`src/rtl/mem_bus_arbiter.sv`:
```
// mem_bus_arbiter
// Shares one 64-bit memory bus between instruction fetch and the memory
// stage's data port. One request is latched at a time, the bus is driven
// until acknowledge or timeout, and the owner receives a registered
// one-cycle ready pulse together with read data.
//
// Optional feature macro: MEM_ARB_ROUND_ROBIN_EN
//   defined   -> when both requesters are eligible, the one not granted last wins
//   undefined -> fixed priority, data always beats fetch
module mem_bus_arbiter #(
  parameter logic [15:0] TIMEOUT_CYCLES = 16'd1024  // 0 disables timeout
) (
  input  logic        clk,
  input  logic        rst_n,
  // fetch port
  input  logic        instr_read_in,
  input  logic [63:0] instr_address_in,
  output logic        instr_ready_out,
  output logic [63:0] instr_read_value_out,
  // memory-stage port
  input  logic        data_read_in,
  input  logic        data_write_in,
  input  logic [63:0] data_address_in,
  input  logic [7:0]  data_write_mask_in,
  input  logic [63:0] data_write_value_in,
  output logic        data_ready_out,
  output logic [63:0] data_read_value_out,
  // external bus
  output logic        bus_cyc_out,
  output logic        bus_we_out,
  output logic [7:0]  bus_sel_out,
  output logic [63:0] bus_address_out,
  output logic [63:0] bus_write_value_out,
  input  logic [63:0] bus_read_value_in,
  input  logic        bus_ack_in,
  output logic        error_out
);

  typedef enum logic [1:0] {
    IDLE,
    INSTR,
    DATA
  } state_t;

  state_t      state;
  logic [15:0] timeout_count;

  logic instr_eligible;
  logic data_eligible;
  logic grant_data;
  logic timeout_hit;

  // A request coincident with its own ready pulse has already been served.
  assign instr_eligible = instr_read_in && !instr_ready_out;
  assign data_eligible  = (data_read_in || data_write_in) && !data_ready_out;

  assign timeout_hit = (TIMEOUT_CYCLES != 16'd0) &&
                       (timeout_count == (TIMEOUT_CYCLES - 16'd1));

`ifdef MEM_ARB_ROUND_ROBIN_EN
  logic last_grant_data;

  // Data wins a tie only when fetch was the previous grantee.
  assign grant_data = data_eligible && (!instr_eligible || !last_grant_data);

  // Round-robin pointer: remembers who received the most recent grant.
  always_ff @(posedge clk or negedge rst_n) begin
    if (!rst_n) begin
      last_grant_data <= 1'b1;
    end else if (state == IDLE && (instr_eligible || data_eligible)) begin
      last_grant_data <= grant_data;
    end
  end
`else
  // Fixed priority: data always beats fetch.
  assign grant_data = data_eligible;
`endif

  // Arbitration FSM with all bus and completion outputs registered.
  always_ff @(posedge clk or negedge rst_n) begin
    if (!rst_n) begin
      state                <= IDLE;
      timeout_count        <= 16'd0;
      instr_ready_out      <= 1'b0;
      instr_read_value_out <= 64'd0;
      data_ready_out       <= 1'b0;
      data_read_value_out  <= 64'd0;
      bus_cyc_out          <= 1'b0;
      bus_we_out           <= 1'b0;
      bus_sel_out          <= 8'd0;
      bus_address_out      <= 64'd0;
      bus_write_value_out  <= 64'd0;
      error_out            <= 1'b0;
    end else begin
      // NOTE: non-blocking assignments let these defaults be overridden
      // later in the block while every register still samples pre-edge values.
      instr_ready_out <= 1'b0;
      data_ready_out  <= 1'b0;
      error_out       <= 1'b0;

      case (state)
        IDLE: begin
          if (grant_data) begin
            bus_cyc_out         <= 1'b1;
            bus_we_out          <= data_write_in;
            bus_sel_out         <= data_write_in ? data_write_mask_in : 8'hFF;
            bus_address_out     <= data_address_in;
            bus_write_value_out <= data_write_value_in;
            timeout_count       <= 16'd0;
            state               <= DATA;
          end else if (instr_eligible) begin
            bus_cyc_out         <= 1'b1;
            bus_we_out          <= 1'b0;
            bus_sel_out         <= 8'hFF;
            bus_address_out     <= instr_address_in;
            bus_write_value_out <= 64'd0;
            timeout_count       <= 16'd0;
            state               <= INSTR;
          end
        end

        INSTR, DATA: begin
          if (bus_ack_in) begin
            // Ack beats a coincident timeout.
            if (state == INSTR) begin
              instr_ready_out      <= 1'b1;
              instr_read_value_out <= bus_read_value_in;
            end else begin
              data_ready_out <= 1'b1;
              if (!bus_we_out) begin
                data_read_value_out <= bus_read_value_in;
              end
            end
            bus_cyc_out <= 1'b0;
            bus_we_out  <= 1'b0;
            state       <= IDLE;
          end else if (timeout_hit) begin
            if (state == INSTR) begin
              instr_ready_out      <= 1'b1;
              instr_read_value_out <= 64'd0;
            end else begin
              data_ready_out      <= 1'b1;
              data_read_value_out <= 64'd0;
            end
            error_out   <= 1'b1;
            bus_cyc_out <= 1'b0;
            bus_we_out  <= 1'b0;
            state       <= IDLE;
          end else begin
            timeout_count <= timeout_count + 16'd1;
          end
        end

        default: state <= IDLE;
      endcase
    end
  end

endmodule

```
`config.mk`:
```
export PLATFORM = sky130hd
export DESIGN_NAME = mem_bus_arbiter
export DESIGN_NICKNAME = d
export VERILOG_FILES = /design/src/rtl/mem_bus_arbiter.sv
export SDC_FILE = /design/constraint.sdc
export NUM_CORES = 1
export LEC_CHECK = 0
export BUFFER_PORTS_ARGS = -buffer_cell sky130_fd_sc_hd__buf_2
export CORE_AREA = 5 5 204 206
export CTS_BUF_LIST = sky130_fd_sc_hd__clkbuf_16
export DETAILED_ROUTE_END_ITERATION = 7
export DIE_AREA = 0 0 209 211
export GPL_TIMING_DRIVEN = 0
export PLACE_DENSITY = 0.51
export SETUP_SLACK_MARGIN = 0.05
export SLEW_MARGIN = 40
export SYNTH_ARGS = -nofsm -noshare
export SYNTH_HDL_FRONTEND = slang
export SYNTH_SLANG_ARGS = --single-unit
export TNS_END_PERCENT = 100
```
`constraint.sdc`:
```
create_clock -name clk -period 3 [get_ports clk]
set_input_delay 0.6 -clock clk [delete_from_list [all_inputs] [get_ports clk]]
set_output_delay 0.6 -clock clk [all_outputs]
set_load 0.01 [all_outputs]
```
# --- Word level (Yosys, flattened, before mapping) ---
# Cells that the tools add are included.
totals:
  ram_bits: 0
  mem_count: 0
  mem_bits_ro: 0
  reg_bits: 287
  input_bits: 270
  latchBits: 0
  output_inout_bits: 269
  wordCells: 83
op_classes:
  addsub: 1
  n_mul: 0
  bitwise_logic: 1
  n_eq_ne: 8
  div: 0
  shifts: 0
  n_lt_le_gt_ge: 0
  n_mux: 45
  n_reduce_logical: 16
op_table:
  columns: ["operator", "n"]
  rows:
  - ["$mux 64", 13]
  - ["$mux 16", 4]
  - ["$pmux 16 s2", 1]
  - ["$mux 8", 3]
  - ["$mux 1", 17]
  - ["$add 16x1->16 const B", 1]
  - ["$eq 16x10->1 const B", 1]
  - ["$mux 2", 4]
  - ["$reduce_and 4->1", 2]
  - ["$ne 2x2->1 const B", 3]
  - ["$ne 3x3->1 const B", 2]
  - ["$reduce_and 3->1", 2]
  - ["$reduce_bool 2->1", 3]
  - ["$pmux 1 s2", 2]
  - ["$pmux 2 s2", 1]
  - ["$reduce_and 2->1", 2]
  - ["$eq 2x1->1 const B", 1]
  - ["$eq 2x2->1 const B", 1]
  - ["$logic_and 1x1->1", 2]
  - ["$logic_not 1->1", 2]
  - ["$logic_not 2->1", 1]
  - ["$reduce_or 2->1", 1]
  - ["$logic_or 1x1->1", 1]
  - ["$not 1->1", 1]

# --- Longest topological paths before layout ---
depth:
  depth_word: 5
  depth_mapped: 8
  depth_no_buf: 6

# --- Least setup slack after synthesis ---
# No wires, ideal clock.
synth_timing:
  path_kind: "reg-to-reg"
  startpoint: "register timeout_count[13]"
  endpoint: "register timeout_count[11]"
  path_buffers: 3
  t_arrival_ns: 2.132
  setup_time_ns: 0.082
  synth_period_minus_slack_ns: 2.213
  t_required_ns: 2.918
  path_slack_ns: 0.787
  path_stages_with_launch: 8
  path_cell_list: "dfrtp_1 > or4_1 > or4_4 > buf_6 > a21o_1 > buf_6 > buf_6 > a31oi_1"
synth_via:
  elab_chain_cells: 3
synth_rtl:
  columns: ["item", "line", "text"]
  rows:
  - ["start, declared", "46", "logic [15:0] timeout_count;"]
  - ["start signal, assigned", "150", "timeout_count <= timeout_count + 16'd1;"]
  - ["$eq 16x10->1", "58", "(timeout_count == (TIMEOUT_CYCLES - 16'd1));"]
  - ["$ne 2x2->1 (no source line)", null, null]
  - ["$reduce_and 4->1 (no source line)", null, null]
# No other way between the ends.
# A chain may end at the register's enable or synchronous reset.

# --- Worst setup path after layout ---
layout_timing:
  startpoint: "register timeout_count[13]"
  endpoint: "register data_read_value_out[13]"
layout_via:
  elab_chain_cells: 3
layout_rtl:
  columns: ["item", "line", "text"]
  rows:
  - ["$eq 16x10->1", "58", null]
  - ["$reduce_bool 2->1 (no source line)", null, null]
  - ["$reduce_and 4->1 (no source line)", null, null]
  - ["end signal, assigned", "131", "data_read_value_out <= bus_read_value_in;"]
  - ["end, declared", "27", "output logic [63:0] data_read_value_out,"]
# No other way between the ends.

==> results.json <==
{
  "clock_path_buffers": 3,
  "tritoncts": "done",
  "detail-route-antenna-nets": 0,
  "drcViolationCount": 0,
  "dieWidth_um": 209,
  "wl_per_cell_um": 21.3,
  "finalWirelength_mm": 44.6,
  "rsz0062_at_grt": "false",
  "grtUsageTotal_pct": 19.4,
  "drive_gt1_share_pct": 38.4,
  "htreeDepth": 2,
  "hold_viol": 0,
  "worstSetupPathType": "reg -> reg",
  "vias": 10288,
  "yosysWarnings": 0,
  "status": "complete, no violations",
  "ys_seq_area_share_pct": 64.4,
  "clock_sinks": 287,
  "worst_setup_path_end_kind": "flip-flop",
  "grt_max_degree": 62,
  "slew_violations": 0,
  "async_flop_share_pct": 100,
  "syn_avg_cell_area_um2": 11.7,
  "viasPerCell": 4.91,
  "start_util_pct": 28.2,
  "layout_common_cells": "buf_2 (539), dfrtp_1 (287), a22o_1 (193), nand2_1 (152), a31oi_1 (87)",
  "combinationalPowerShare_pct": 41.4,
  "firstDrtPassIters": 7,
  "hold_path.class": "in -> reg",
  "design_area_mm2": 0.0158,
  "dpl_worst_slack_ns": 0.0907,
  "die_h_um": 211,
  "crit_path_start_kind": "flip-flop",
  "synth_edf_count": 0,
  "io_buffers": 538,
  "core_area_mm2": 0.0395,
  "path_clk_slew_ns": 0.06,
  "clock_latency_ns": 0.55,
  "layout.cells.non_filler": 2097,
  "holdWs_ns": 0.270,
  "synth_area_mm2": 0.0111,
  "mostFrequentLayoutCell": "buf_2",
  "grt_pass1_wl_mm": 66.6,
  "grt_overflow_total": 0,
  "ir_worst_vdd_v": 0.000532,
  "num_io_pins": 539,
  "setup_slack_ns": 0.260,
  "crit_fanout": 10,
  "grt_pass1_vias": 10513,
  "yosys_most_used_dff": "dfrtp_1",
  "switching_power_mw": 7.17,
  "place_inst": 2024,
  "fin_skew_ns": 0.0188,
  "min_period_ns": 2.74,
  "grt_antenna_before_repair": 9,
  "seqPwrFrac_pct": 36.1,
  "rows": 73,
  "cts_buffers": 36,
  "relSlewSlack_pct": 46.8,
  "required_ns": 3.42,
  "sw_frac_of_total_pct": 39.0,
  "die-area_mm2": 0.0441,
  "fillers": 4012,
  "ys_types": 39,
  "place_hpwl_mm": 34.3,
  "max_cap_violations": 0,
  "placed_cell_area_mm2": 0.0146,
  "arrival_ns": 3.16,
  "syn_inst": 956,
  "globalplace.congestion": 0.926,
  "pwr_density_cell_mw_per_mm2": 1160,
  "worst_pin_slew_ns": 0.795,
  "finalCritPeriodShare_pct": 91.3,
  "seq_area_mm2": 0.00718,
  "cts_root_buffer": "clkbuf_16",
  "drtIter0Drc": 758,
  "finalSetupTns_ns": 0,
  "synth-seq-cells": 287,
  "fin_nets": 1811,
  "max_freq_ghz": 0.365,
  "setup_viol": 0,
  "multi_input_area_mm2": 0.00362,
  "p_total_mw": 18.4,
  "synth_fp_nets": 1229,
  "areaGrowthSynthToFinish_pct": 41.7,
  "utilization_pct": 40.0,
  "p_leak_nw": 8.11,
  "pwr-share-clk_pct": 22.5,
  "internal_power_mw": 11.2
}
[cell type report]
cell class	count	share of cell area [%]
tap	525	4.16
timing repair buffer	544	18.0
antenna	9	0.143
inverter	10	0.238
clock inverter	27	1.34
clock buffer	36	5.70
sequential	287	45.5
buffer	79	2.04
multi-input combinational	580	22.9
[cell usage after synthesis (all sizes together) (2+ instances only)]
| cell | instances | area [µm²] |
|---|---|---|
| dfrtp | 287 | 7180 |
| a22o | 193 | 1690 |
| nand2 | 152 | 571 |
| a31oi | 88 | 551 |
| nor2 | 72 | 270 |
| clkbuf | 60 | 225 |
| buf | 19 | 96.3 |
| o21ai | 13 | 65.1 |
| inv | 10 | 37.5 |
| nand2b | 7 | 43.8 |
| nand4 | 7 | 43.8 |
| and3 | 5 | 31.3 |
| nor3 | 5 | 25.0 |
| a41oi | 4 | 35.0 |
| nand3 | 4 | 20.0 |
| a21oi | 3 | 15.0 |
| ha | 3 | 37.5 |
| a21o | 2 | 15.0 |
| nor4 | 2 | 12.5 |
| o211ai | 2 | 20.0 |
| o2bb2ai | 2 | 17.5 |
| o31ai | 2 | 15.0 |
| o41ai | 2 | 17.5 |
| or4 | 2 | 18.8 |
[repair_timing]
| item | 4_1_cts | 5_1_grt |
|---|---|---|
| hold buffers | 1 | 0 |
| gates resized for setup | 0 | 3 |
| setup endpoints to repair | 0 | 67 |
| endpoints found under the hold margin | 53 | 0 |
| setup buffers | 0 | 0 |
[state kept, by name (all words and copies together) (netlist names)]
register              cells
bus_sel_out               8
instr_read_value_out     64
state                     2
timeout_count            16
bus_write_value_out      64
bus_cyc_out               1
data_read_value_out      64
data_ready_out            1
error_out                 1
bus_we_out                1
bus_address_out          64
instr_ready_out           1
[worst max-delay path, stage by stage (launching register included)]
cell and delay, ns:
dfrtp_1 0.41, or4_1 0.62, nor4_1 0.51, a31oi_2 0.42, clkbuf_1 0.38, a22o_1 0.27
[kinds of logic (layout without fill, tap and decap cells)]
| family | Yosys count | in the layout | share of synthesized area, % |
|---|---|---|---|
| simple gates | 261 | 261 | 9.69 |
| fa+ha+maj | 3 | 3 | 0.337 |
| mux | 1 | 1 | 0.0898 |
| buf+inv | 89 | 696 | 3.22 |
| flops | 287 | 287 | 64.4 |
| compound gates | 315 | 315 | 22.2 |
| other cells | 0 | 9 | 0 |
[layer usage]
layer	part of all wire (%)	GRT usage, %	vias to the layer above
met3	5.4	4.17	82
met5	0	0	-
li1	-	-	4696
met4	3.3	7.58	0
met1	41	25.0	5147
met2	50	32.0	363
[power by group through the flow]
stage	Sequential, mW	Clock [mW]	Combinational [mW]
final	6.63	4.14	7.61
after global routing	6.83	4.44	8.28
after CTS	6.61	4.27	7.76
after detailed placement	6.64	0	7.72
after global placement	6.63	0	7.65
after floorplan	7.39	0	3.31
[final timing paths]
| path | startpoint | end | slack (ns) | cells past startpoint |
|---|---|---|---|---|
| worst max register to register | timeout_count[13]$_DFFE_PN0P_ | data_read_value_out[13]$_DFFE_PN0P_ | 0.26 | 5 |
| worst min register to register | bus_sel_out[5]$_DFFE_PN0P_ | bus_sel_out[5]$_DFFE_PN0P_ | 0.46 | 2 |
| worst max-delay path | timeout_count[13]$_DFFE_PN0P_ | data_read_value_out[13]$_DFFE_PN0P_ | 0.26 | 5 |
| worst min-delay path | data_write_value_in[61] | bus_write_value_out[61]$_DFFE_PN0P_ | 0.27 | 2 |
| max in group asynchronous | rst_n | data_read_value_out[16]$_DFFE_PN0P_ | 1.46 | 4 |
| min in group asynchronous | rst_n | bus_write_value_out[50]$_DFFE_PN0P_ | 0.56 | 2 |
No activity file was read; power rests on OpenSTA's default activity.
